`config.mk`:
```
export PLATFORM = sky130hd
export DESIGN_NAME = id_ex_ctrl_stage
export DESIGN_NICKNAME = d
export VERILOG_FILES = /design/src/rtl/rv32_pipe_pkg.sv /design/src/rtl/id_ex_ctrl_stage_hazard_detect.sv /design/src/rtl/id_ex_ctrl_stage.sv
export SDC_FILE = /design/constraint.sdc
export NUM_CORES = 1
export LEC_CHECK = 0
export CAP_MARGIN = 5
export CORE_MARGIN = 3
export CORE_UTILIZATION = 45
export CTS_CLUSTER_SIZE = 10
export DETAILED_ROUTE_END_ITERATION = 8
export GPL_TIMING_DRIVEN = 0
export PLACE_DENSITY = 0.95
export RECOVER_POWER = 100
export REMOVE_ABC_BUFFERS = 1
export SLEW_MARGIN = 25
export SYNTH_ARGS = -nofsm -noshare
export SYNTH_HDL_FRONTEND = slang
export SYNTH_SLANG_ARGS = --single-unit
```
`constraint.sdc`:
```
create_clock -name clk -period 3.3 [get_ports clk]
set_input_delay 0.495 -clock clk [delete_from_list [all_inputs] [get_ports clk]]
set_output_delay 0.495 -clock clk [all_outputs]
set_load 0.005 [all_outputs]
```
`src/rtl/rv32_pipe_pkg.sv`:
```
// rv32_pipe_pkg: shared control bundle and ALU op encodings for the RV32I pipeline
package rv32_pipe_pkg;
    typedef enum logic [2:0] {
        ALU_ADD = 3'b000,
        ALU_BR  = 3'b001,
        ALU_R   = 3'b010,
        ALU_I   = 3'b011,
        ALU_LUI = 3'b100
    } aluop_e;

    typedef struct packed {
        logic       branch;
        logic       memread;
        logic       memtoreg;
        logic       memwrite;
        logic       alusrc;
        logic       regwrite;
        logic       terminate;
        logic       asource;
        logic       jump;
        logic [2:0] aluop;
        logic [2:0] read_part;
        logic [1:0] write_part;
        logic [4:0] rs1;
        logic [4:0] rs2;
        logic [4:0] rd;
    } ctrl_t;

    localparam ctrl_t BUBBLE_CTRL = '0;
endpackage

```
`src/rtl/id_ex_ctrl_stage_hazard_detect.sv`:
```
// hazard_detect: load-use detection and front-end stall request
module hazard_detect (
    input  logic       rst_n,
    input  logic       ex_valid_i,
    input  logic       ex_memread_i,
    input  logic [4:0] ex_rd_i,
    input  logic       id_valid_i,
    input  logic [4:0] id_rs1_i,
    input  logic [4:0] id_rs2_i,
    input  logic       id_uses_rs2_i,
    input  logic       flush_i,
    input  logic       hold_i,
    input  logic       halted_i,
    output logic       lu_o,
    output logic       stall_o
);
    assign lu_o = ex_valid_i & ex_memread_i & (ex_rd_i != 5'd0) & id_valid_i &
                  ((ex_rd_i == id_rs1_i) | (id_uses_rs2_i & (ex_rd_i == id_rs2_i)));
    // a taken flush replaces the stall so IF can fetch the target
    assign stall_o = rst_n & (halted_i | hold_i | (lu_o & ~flush_i));
endmodule

```
`src/rtl/id_ex_ctrl_stage.sv`:
```
// id_ex_ctrl_stage: ID/EX control register with load-use bubbles, halt latch and bubble counter
module id_ex_ctrl_stage
    import rv32_pipe_pkg::*;
#(
    parameter int XLEN  = 32,
    parameter int CNT_W = 16
) (
    input  logic             clk,
    input  logic             rst_n,
    input  logic             id_valid_i,
    input  logic             id_branch_i,
    input  logic             id_memread_i,
    input  logic             id_memtoreg_i,
    input  logic             id_memwrite_i,
    input  logic             id_alusrc_i,
    input  logic             id_regwrite_i,
    input  logic             id_terminate_i,
    input  logic             id_asource_i,
    input  logic             id_jump_i,
    input  logic [2:0]       id_aluop_i,
    input  logic [2:0]       id_read_part_i,
    input  logic [1:0]       id_write_part_i,
    input  logic [4:0]       id_rs1_i,
    input  logic [4:0]       id_rs2_i,
    input  logic [4:0]       id_rd_i,
    input  logic             id_uses_rs2_i,
    input  logic [XLEN-1:0]  id_pc_i,
    input  logic             flush_i,
    input  logic             hold_i,
    output logic             ex_branch_o,
    output logic             ex_memread_o,
    output logic             ex_memtoreg_o,
    output logic             ex_memwrite_o,
    output logic             ex_alusrc_o,
    output logic             ex_regwrite_o,
    output logic             ex_terminate_o,
    output logic             ex_asource_o,
    output logic             ex_jump_o,
    output logic [2:0]       ex_aluop_o,
    output logic [2:0]       ex_read_part_o,
    output logic [1:0]       ex_write_part_o,
    output logic [4:0]       ex_rs1_o,
    output logic [4:0]       ex_rs2_o,
    output logic [4:0]       ex_rd_o,
    output logic [XLEN-1:0]  ex_pc_o,
    output logic             ex_valid_o,
    output logic             stall_o,
    output logic             halted_o,
    output logic [CNT_W-1:0] bubble_cnt_o
);
    ctrl_t id_ctrl, ex_ctrl;
    logic  lu;

    assign id_ctrl = '{branch: id_branch_i, memread: id_memread_i, memtoreg: id_memtoreg_i,
                       memwrite: id_memwrite_i, alusrc: id_alusrc_i, regwrite: id_regwrite_i,
                       terminate: id_terminate_i, asource: id_asource_i, jump: id_jump_i,
                       aluop: id_aluop_i, read_part: id_read_part_i, write_part: id_write_part_i,
                       rs1: id_rs1_i, rs2: id_rs2_i, rd: id_rd_i};

    assign ex_branch_o     = ex_ctrl.branch;
    assign ex_memread_o    = ex_ctrl.memread;
    assign ex_memtoreg_o   = ex_ctrl.memtoreg;
    assign ex_memwrite_o   = ex_ctrl.memwrite;
    assign ex_alusrc_o     = ex_ctrl.alusrc;
    assign ex_regwrite_o   = ex_ctrl.regwrite;
    assign ex_terminate_o  = ex_ctrl.terminate;
    assign ex_asource_o    = ex_ctrl.asource;
    assign ex_jump_o       = ex_ctrl.jump;
    assign ex_aluop_o      = ex_ctrl.aluop;
    assign ex_read_part_o  = ex_ctrl.read_part;
    assign ex_write_part_o = ex_ctrl.write_part;
    assign ex_rs1_o        = ex_ctrl.rs1;
    assign ex_rs2_o        = ex_ctrl.rs2;
    assign ex_rd_o         = ex_ctrl.rd;

    hazard_detect u_hazard (
        .rst_n        (rst_n),
        .ex_valid_i   (ex_valid_o),
        .ex_memread_i (ex_ctrl.memread),
        .ex_rd_i      (ex_ctrl.rd),
        .id_valid_i   (id_valid_i),
        .id_rs1_i     (id_rs1_i),
        .id_rs2_i     (id_rs2_i),
        .id_uses_rs2_i(id_uses_rs2_i),
        .flush_i      (flush_i),
        .hold_i       (hold_i),
        .halted_i     (halted_o),
        .lu_o         (lu),
        .stall_o      (stall_o)
    );

    always_ff @(posedge clk or negedge rst_n) begin
        if (!rst_n) begin
            ex_ctrl      <= BUBBLE_CTRL;
            ex_pc_o      <= '0;
            ex_valid_o   <= 1'b0;
            halted_o     <= 1'b0;
            bubble_cnt_o <= '0;
        end else if (halted_o) begin
            ex_ctrl    <= BUBBLE_CTRL;
            ex_valid_o <= 1'b0;
        end else begin
            // a bubble carries terminate=0, so only a real captured terminate halts
            halted_o <= ex_ctrl.terminate & ex_valid_o;
            if (!hold_i) begin
                if (flush_i | lu) begin
                    ex_ctrl    <= BUBBLE_CTRL;
                    ex_valid_o <= 1'b0;
                    if (!(&bubble_cnt_o)) bubble_cnt_o <= bubble_cnt_o + CNT_W'(1);
                end else begin
                    ex_ctrl    <= id_ctrl;
                    ex_pc_o    <= id_pc_i;
                    ex_valid_o <= id_valid_i;
                end
            end
        end
    end
endmodule

```
Yosys cells after proc, flatten, opt, wreduce, memory -nomap -nowiden
Cells that the tools add are included.

Output and inout bits: 83. Input bits: 70. Logic and storage cells: 51. Register bits after elaboration: 82.

Add/sub/neg operators: 1. Equality and inequality tests: 3. Bitwise gates (word level): 17. Muxes and demuxes: 7. Reductions and logical operators: 4.

Operators with widths (number): 2-to-1 mux 32 bit (3); adder 16 x 1 -> 16 bit, second input constant (1); AND reduction 16 bit (1); == test 5 bit (2); bitwise AND 1 bit (8); inverter 1 bit (5); nonzero test 5 bit (1); 2-to-1 mux 1 bit (4); bitwise OR 1 bit (4); AND reduction 4 bit (1); AND reduction 3 bit (1); != test 2 x 1 -> 1 bit, second input constant (1).

Depth between registers and ports, before layout
Gate-level depths: netlist of run 1.

Depth after elaboration: 8. Depth in mapped cells: 8.

Cells and area by module
From an unflattened synthesis of run 1, not the netlist that was laid out.

Cell total of the unflattened synthesis: 244. Area, all modules: 3367.0 µm².

By module, submodules not included: id_ex_ctrl_stage (area each 3208.1 µm², instances 1, sequential area each 2052.0 µm², cells an instance 222); hazard_detect (area each 158.9 µm², instances 1, sequential area each 0.0 µm², cells an instance 22).

Worst setup path after synthesis of run 1
OpenSTA, ideal clock, no wires.

Kind: input port to flip-flop. Start: in id_rs1_i[4]. End: reg ex_pc_o[14]. Library setup time: 0.125 ns. Slack: 1.438 ns. Stages on the path: 8. Data arrival time: 1.737 ns. Data required time: 3.175 ns. Path through: xnor2_1 nand3_1 o22ai_2 a21oi_2 and2_4 buf_6 buf_6 mux2_4.

Word-level cells in the longest chain between the ends: 6.

RTL lines: start, declared (line id_ex_ctrl_stage.sv:23) `input logic [4:0] id_rs1_i,`; == test 5 bit (line id_ex_ctrl_stage_hazard_detect.sv:18) `((ex_rd_i == id_rs1_i) | (id_uses_rs2_i & (ex_rd_i == id_rs2_i)));`; bitwise OR 1 bit (line id_ex_ctrl_stage_hazard_detect.sv:18); bitwise AND 1 bit (line id_ex_ctrl_stage_hazard_detect.sv:17) `assign lu_o = ex_valid_i & ex_memread_i & (ex_rd_i != 5'd0) & id_valid_i &`; bitwise OR 1 bit (line id_ex_ctrl_stage.sv:106) `if (flush_i | lu) begin`; inverter 1 bit (no line); AND reduction 3 bit (no line); end signal, assigned (line id_ex_ctrl_stage.sv:112) `ex_pc_o <= id_pc_i;`; end, declared (line id_ex_ctrl_stage.sv:45) `output logic [XLEN-1:0] ex_pc_o,`.

Every way passes these cells. A chain may end at the register's enable or synchronous reset.

Worst setup path after layout of run 1
Start: in id_rs1_i[0]. End: out stall_o.

Word-level cells in the longest chain between the ends: 6.

RTL lines: == test 5 bit (line id_ex_ctrl_stage_hazard_detect.sv:18); bitwise OR 1 bit (line id_ex_ctrl_stage_hazard_detect.sv:18); bitwise AND 1 bit (line id_ex_ctrl_stage_hazard_detect.sv:17); bitwise AND 1 bit (line id_ex_ctrl_stage_hazard_detect.sv:20) `assign stall_o = rst_n & (halted_i | hold_i | (lu_o & ~flush_i));`; bitwise OR 1 bit (line id_ex_ctrl_stage_hazard_detect.sv:20); bitwise AND 1 bit (line id_ex_ctrl_stage_hazard_detect.sv:20); end, declared (line id_ex_ctrl_stage.sv:47) `output logic stall_o,`.

Every way passes these cells.

==> results of run 1 <==
-- worst max-delay path, stage by stage --
cell and delay [ns]:
clkdlybuf4s50_1 0.53, xnor2_1 0.13, nand3_1 0.09, o22ai_1 0.33
nand3b_1 0.11, a21boi_0 0.23, dlygate4sd3_1 0.61
-- logic make-up (layout without fill, tap and decap cells) --
kind of cell             after synthesis  after routing  share of synthesized area
adder cells (fa/ha/maj)                1              1                    0.00372
AND/OR/NAND/NOR                       38             38                     0.0637
XOR/XNOR                              25             25                     0.0652
multiplexers                          33             33                      0.130
buffers and inverters                 12            169                     0.0235
AO/OA/AOI/OAI                         40             40                      0.104
flip-flops                            82             82                      0.611
-- final cells by class --
| cell class | count | area (sq um) |
|---|---|---|
| fill | 514 | 1970 |
| sequential | 82 | 2050 |
| clock inverter | 6 | 35.0 |
| timing repair buffer | 154 | 1560 |
| tap | 96 | 120 |
| multi-input combinational | 137 | 1160 |
| clock buffer | 9 | 124 |
-- worst paths after layout --
check | from | endpoint | slack [ns] | cells past startpoint
setup reg to reg | ex_rd_o[1] | ex_pc_o[3] | 0.84 | 5
setup / recovery | id_rs1_i[0] | stall_o | 0.27 | 7
hold / removal | rst_n | ex_rs1_o[0] | 0.08 | 1
min in group clk | ex_pc_o[16] | ex_pc_o[16] | 0.48 | 1
hold reg to reg | ex_pc_o[16] | ex_pc_o[16] | 0.48 | 1
max in group asynchronous | rst_n | ex_aluop_o[0] | 0.59 | 2
-- layer usage --
metal / up-vias / global-route usage
met5: - / 0
met4: 0 / 0.0792
met3: 18 / 0.0642
met2: 103 / 0.342
met1: 1257 / 0.263
li1: 1154 / -
-- registers in the layout, indices dropped and copies added, names as in the netlist, 2 cells and up --
signal / flops
ex_pc_o: 32
ex_write_part_o: 2
ex_rs1_o: 5
bubble_cnt_o: 16
ex_rd_o: 5
ex_rs2_o: 5
ex_read_part_o: 3
ex_aluop_o: 3
-- synthesized netlist by cell type (all sizes together) --
master / count / share of area
nand2: 7 / 0.0078
nor3b: 1 / 0.0022
a22o: 33 / 0.086
nor2b: 1 / 0.0019
clkbuf: 3 / 0.0034
nand3: 5 / 0.0074
nor3: 2 / 0.0030
o221ai: 1 / 0.0026
o22ai: 1 / 0.0037
nand4: 8 / 0.015
ha: 1 / 0.0037
nand3b: 1 / 0.0022
and4: 2 / 0.0052
a21o: 1 / 0.0022
mux2: 33 / 0.13
dfrtp: 82 / 0.61
nor2: 3 / 0.0034
xnor2: 21 / 0.055
and3: 5 / 0.0093
o21ba: 1 / 0.0030
and2: 3 / 0.0063
buf: 9 / 0.020
xor2: 4 / 0.010
a21oi: 2 / 0.0041
a21boi: 1 / 0.0022
-- power breakdown --
part           switching [mW]  total (mW)  internal [mW]  leakage (nW)
clock network           0.345       0.608          0.264        0.0806
registers               0.169        1.46           1.29          1.05
logic                   0.386        1.07          0.685          1.16
total                   0.900        3.14           2.24          2.29
-- through the flow --
stage | instance area (sq um) | hold WS, ns | setup WS [ns]
floorplan | 3280 | 0.199 | 1.22
detailed placement | 4980 | 0.481 | 0.406
finish | 5050 | 0.0847 | 0.272
global placement | 4920 | 0.477 | -1.69
CTS | 5140 | 0.112 | 0.410
global route | 5050 | 0.116 | 0.104
==> results.json, run 1 <==
{
  "drt_iter0_markers": 78,
  "total_power_mw": 3.14,
  "p_per_area_nw_per_um2": 621,
  "ctsRootBufferMaster": "clkbuf_8",
  "ys_ff_latch": 82,
  "netlist_area_sq_um": 3360,
  "vias": 2532,
  "endpoint_kind": "output pin",
  "routed_wl_mm": 8.64,
  "hold_viol_final": 0,
  "drt-met1-wl_mm": 3.39,
  "port_buffers": 152,
  "die_h_um": 92.4,
  "grt-ovfl-total": 0,
  "crit_type": "primary input to output pin",
  "fmax_mhz": 330,
  "required_ns": 2.80,
  "cts-buffers-inserted": 9,
  "dr_wl_met2_mm": 4.40,
  "cts_num_sinks": 82,
  "synthCells": 231,
  "area_growth_pct": 50.3,
  "htreeDepth": 3,
  "drive_above_1_share": 0.0902,
  "fin_crit_sh": 0.918,
  "place.gp.congestion": 0.797,
  "relSlewSlack": -0.455,
  "arrival_ns": 2.53,
  "power_leakage_nw": 2.29,
  "die_w_um": 92.4,
  "hp-class": "primary input to asynchronous set/reset pin",
  "top_layer": "met4",
  "status": "finished with violations",
  "grt_pass1_wl_mm": 14.1,
  "design.core.area_sq_um": 7020,
  "cts_tree": "built",
  "clockBufferDepth": 2,
  "final_common_cell": "dlygate4sd3_1",
  "final-max-slew-violation-count": 49,
  "cp-start-kind": "primary input",
  "ys_types": 31,
  "ys_seq_area_frac": 0.611,
  "tns_ns": 0,
  "die_area_sq_um": 8540,
  "clk_latency_ns": 0.34,
  "grt_max_degree": 66,
  "postCtsSetupBuffers": 0,
  "violations": "capacitance limit, slew limit",
  "final_nets": 455,
  "routed-wl-met3_um": 661,
  "antenna_found_initial": 0,
  "dp.cells": 469,
  "syn_avg_cell_area_sq_um": 14.5,
  "track_usage": 0.210,
  "rsz0062_at_grt": "no",
  "rows": 30,
  "drcViolationCount": 0,
  "cap_violations": 1,
  "wl_per_cell_um": 17.9,
  "yosysWarnings": 0,
  "cts_resized": 0,
  "final_cells": 484,
  "antennaDiodeCount": 0,
  "first_pass_iters": 4,
  "ios": 153,
  "layout_common_cells": "dlygate4sd3_1 (83), dfrtp_1 (82), clkdlybuf4s50_1 (68)",
  "via_per_inst": 5.23,
  "ir_worst_vdd_v": 0.000364,
  "start_util": 0.479,
  "final.setup_skew_ns": 0.0114,
  "setup_viol": 0,
  "fin_util": 0.720,
  "path_clk_slew_ns": 0.09,
  "worst_pin_slew_ns": 2.18,
  "cp_max_fo": 3,
  "dp_hpwl_mm": 6.42,
  "postCtsHoldBufs": 0,
  "drtAntennaViolNets": 0,
  "grt_pass1_vias": 2721,
  "min_period_ns": 3.03
}
(Power assumes the default switching activity.)
==> inputs of run 2 (changes only) <==
Settings changed: CAP_MARGIN 5 to 20, CORE_ASPECT_RATIO from default to 0.75.
==> run 2 against run 1 <==
The flow now finishes without violations. Critical path depth unchanged. Count of clock-buffer cells in the layout unchanged. Clock skew decreased by 0.00060 ns. Highest routed layer unchanged.
==> results.json, run 2 (same netlist as run 1, synthesis figures left out) <==
{
  "dp.cells": 471,
  "die_h_um": 80.8,
  "slowest_stage": "dlygate4sd3_1",
  "setup_viol": 0,
  "drive_above_1_share": 0.0951,
  "cts_tree": "built",
  "hold_viol_final": 0,
  "final_cells": 487,
  "min_period_ns": 2.99,
  "grt_max_degree": 66,
  "tns_ns": 0,
  "ir_worst_vdd_v": 0.000402,
  "required_ns": 2.80,
  "detailed_place.area_sq_um": 4990,
  "clockBufferDepth": 2,
  "power_leakage_nw": 2.31,
  "hp-class": "primary input to asynchronous set/reset pin",
  "fmax_mhz": 335,
  "worst_pin_slew_ns": 0.806,
  "endpoint_kind": "output pin",
  "cp_slowest_stage_delay_ns": 0.62,
  "area_growth_pct": 51.4,
  "postCtsHoldBufs": 0,
  "die_w_um": 106,
  "place.gp.congestion": 0.778,
  "fin_crit_sh": 0.905,
  "drt_iter0_markers": 93,
  "final_common_cell": "dlygate4sd3_1",
  "path_delay_family": "buffers and inverters",
  "die_area_sq_um": 8550,
  "track_usage": 0.223,
  "path_buf_inv": 2,
  "arrival_ns": 2.49,
  "nFillCells": 511,
  "final.setup_skew_ns": 0.0108,
  "fin_ws_ns": 0.315,
  "stdcell_area_sq_um": 5090,
  "port_buffers": 152,
  "grt_pass1_vias": 2743,
  "drcViolationCount": 0,
  "grt_pass1_wl_mm": 14.7,
  "layout_common_cells": "dlygate4sd3_1 (83), dfrtp_1 (82), clkdlybuf4s50_1 (68)",
  "via_per_inst": 5.14,
  "cts_num_sinks": 82,
  "antennaDiodeCount": 0,
  "rows": 26,
  "rrSetupSlack_ns": 0.78,
  "vias": 2504,
  "final-max-slew-violation-count": 0,
  "path_clk_slew_ns": 0.09,
  "design.core.area_sq_um": 7030,
  "regMostFlops": "ex_pc_o",
  "grt-ovfl-total": 0,
  "drtAntennaViolNets": 0,
  "relSlewSlack": 0.463,
  "ctsRootBufferMaster": "clkbuf_8",
  "rsz0062_at_grt": "no",
  "antenna_found_initial": 0,
  "cp_max_fo": 3,
  "status": "completed",
  "cap_violations": 0,
  "cts-buffers-inserted": 9,
  "regToRegStartpoint": "ex_rd_o[4]",
  "htreeDepth": 3,
  "clk_latency_ns": 0.34,
  "crit_type": "primary input to output pin",
  "crit_path_cell_trace": "clkdlybuf4s50_1 -> xnor2_1 -> nand3_1 -> o22ai_1 -> nand3b_1 -> a21boi_0 -> dlygate4sd3_1",
  "top_regs": "ex_pc_o (32), bubble_cnt_o (16)",
  "start_util": 0.478,
  "final_nets": 455,
  "routed_wl_mm": 8.99,
  "largest_reg_flops": 32,
  "postCtsSetupBuffers": 0,
  "cp-start-kind": "primary input",
  "r2r_cells": 6,
  "first_pass_iters": 4,
  "wl_per_cell_um": 18.5,
  "dp_hpwl_mm": 6.56,
  "r2r_end": "ex_pc_o[5]",
  "p_per_area_nw_per_um2": 630,
  "dp_slack_ns": 0.389,
  "ios": 153,
  "cts_resized": 0
}
[run 2: worst max-delay path by stage]
stage | start | endpoint | slack, ns | depth (start not counted)
2_1_floorplan | id_rs2_i[0] | ex_pc_o[0] | 1.22 | 6
3_3_place_gp | rst_n | stall_o | -1.65 | 3
3_5_place_dp | id_rs1_i[1] | ex_pc_o[5] | 0.39 | 7
4_1_cts | id_rs1_i[1] | stall_o | 0.40 | 7
5_1_grt | id_rs1_i[1] | stall_o | 0.21 | 7
6_report | id_rs1_i[1] | stall_o | 0.31 | 7
[run 2: cell type report]
class                   instances  area [sq um]  area share
repair buffers                154          1570       0.309
well taps                      98           123      0.0241
multi-input cells             137          1160       0.229
flip-flops and latches         82          2050       0.403
clock buffers                   9           124      0.0243
clock inverters                 7          52.6      0.0103
[run 2: metal layers]
| layer | up-vias | global-route usage | wire (um) |
|---|---|---|---|
| li1 | 1150 | - | - |
| met1 | 1244 | 0.271 | 3740 |
| met2 | 104 | 0.382 | 4490 |
| met3 | 6 | 0.0802 | 678 |
| met4 | 0 | 0.0634 | 80 |
| met5 | - | 0 | 0 |
[run 2: where the power goes]
group | switching (mW) | internal, mW
sequential | 0.184 | 1.29
clock | 0.377 | 0.279
combinational | 0.391 | 0.688
[run 2: stage by stage]
stage | utilization | total power [mW] | hold WS, ns
2_1_floorplan | - | 1.94 | 0.199
3_3_place_gp | 0.701 | 2.71 | 0.482
3_5_place_dp | 0.710 | 2.80 | 0.485
4_1_cts | 0.735 | 3.47 | 0.123
5_1_grt | 0.724 | 3.41 | 0.117
6_report | 0.724 | 3.21 | 0.105
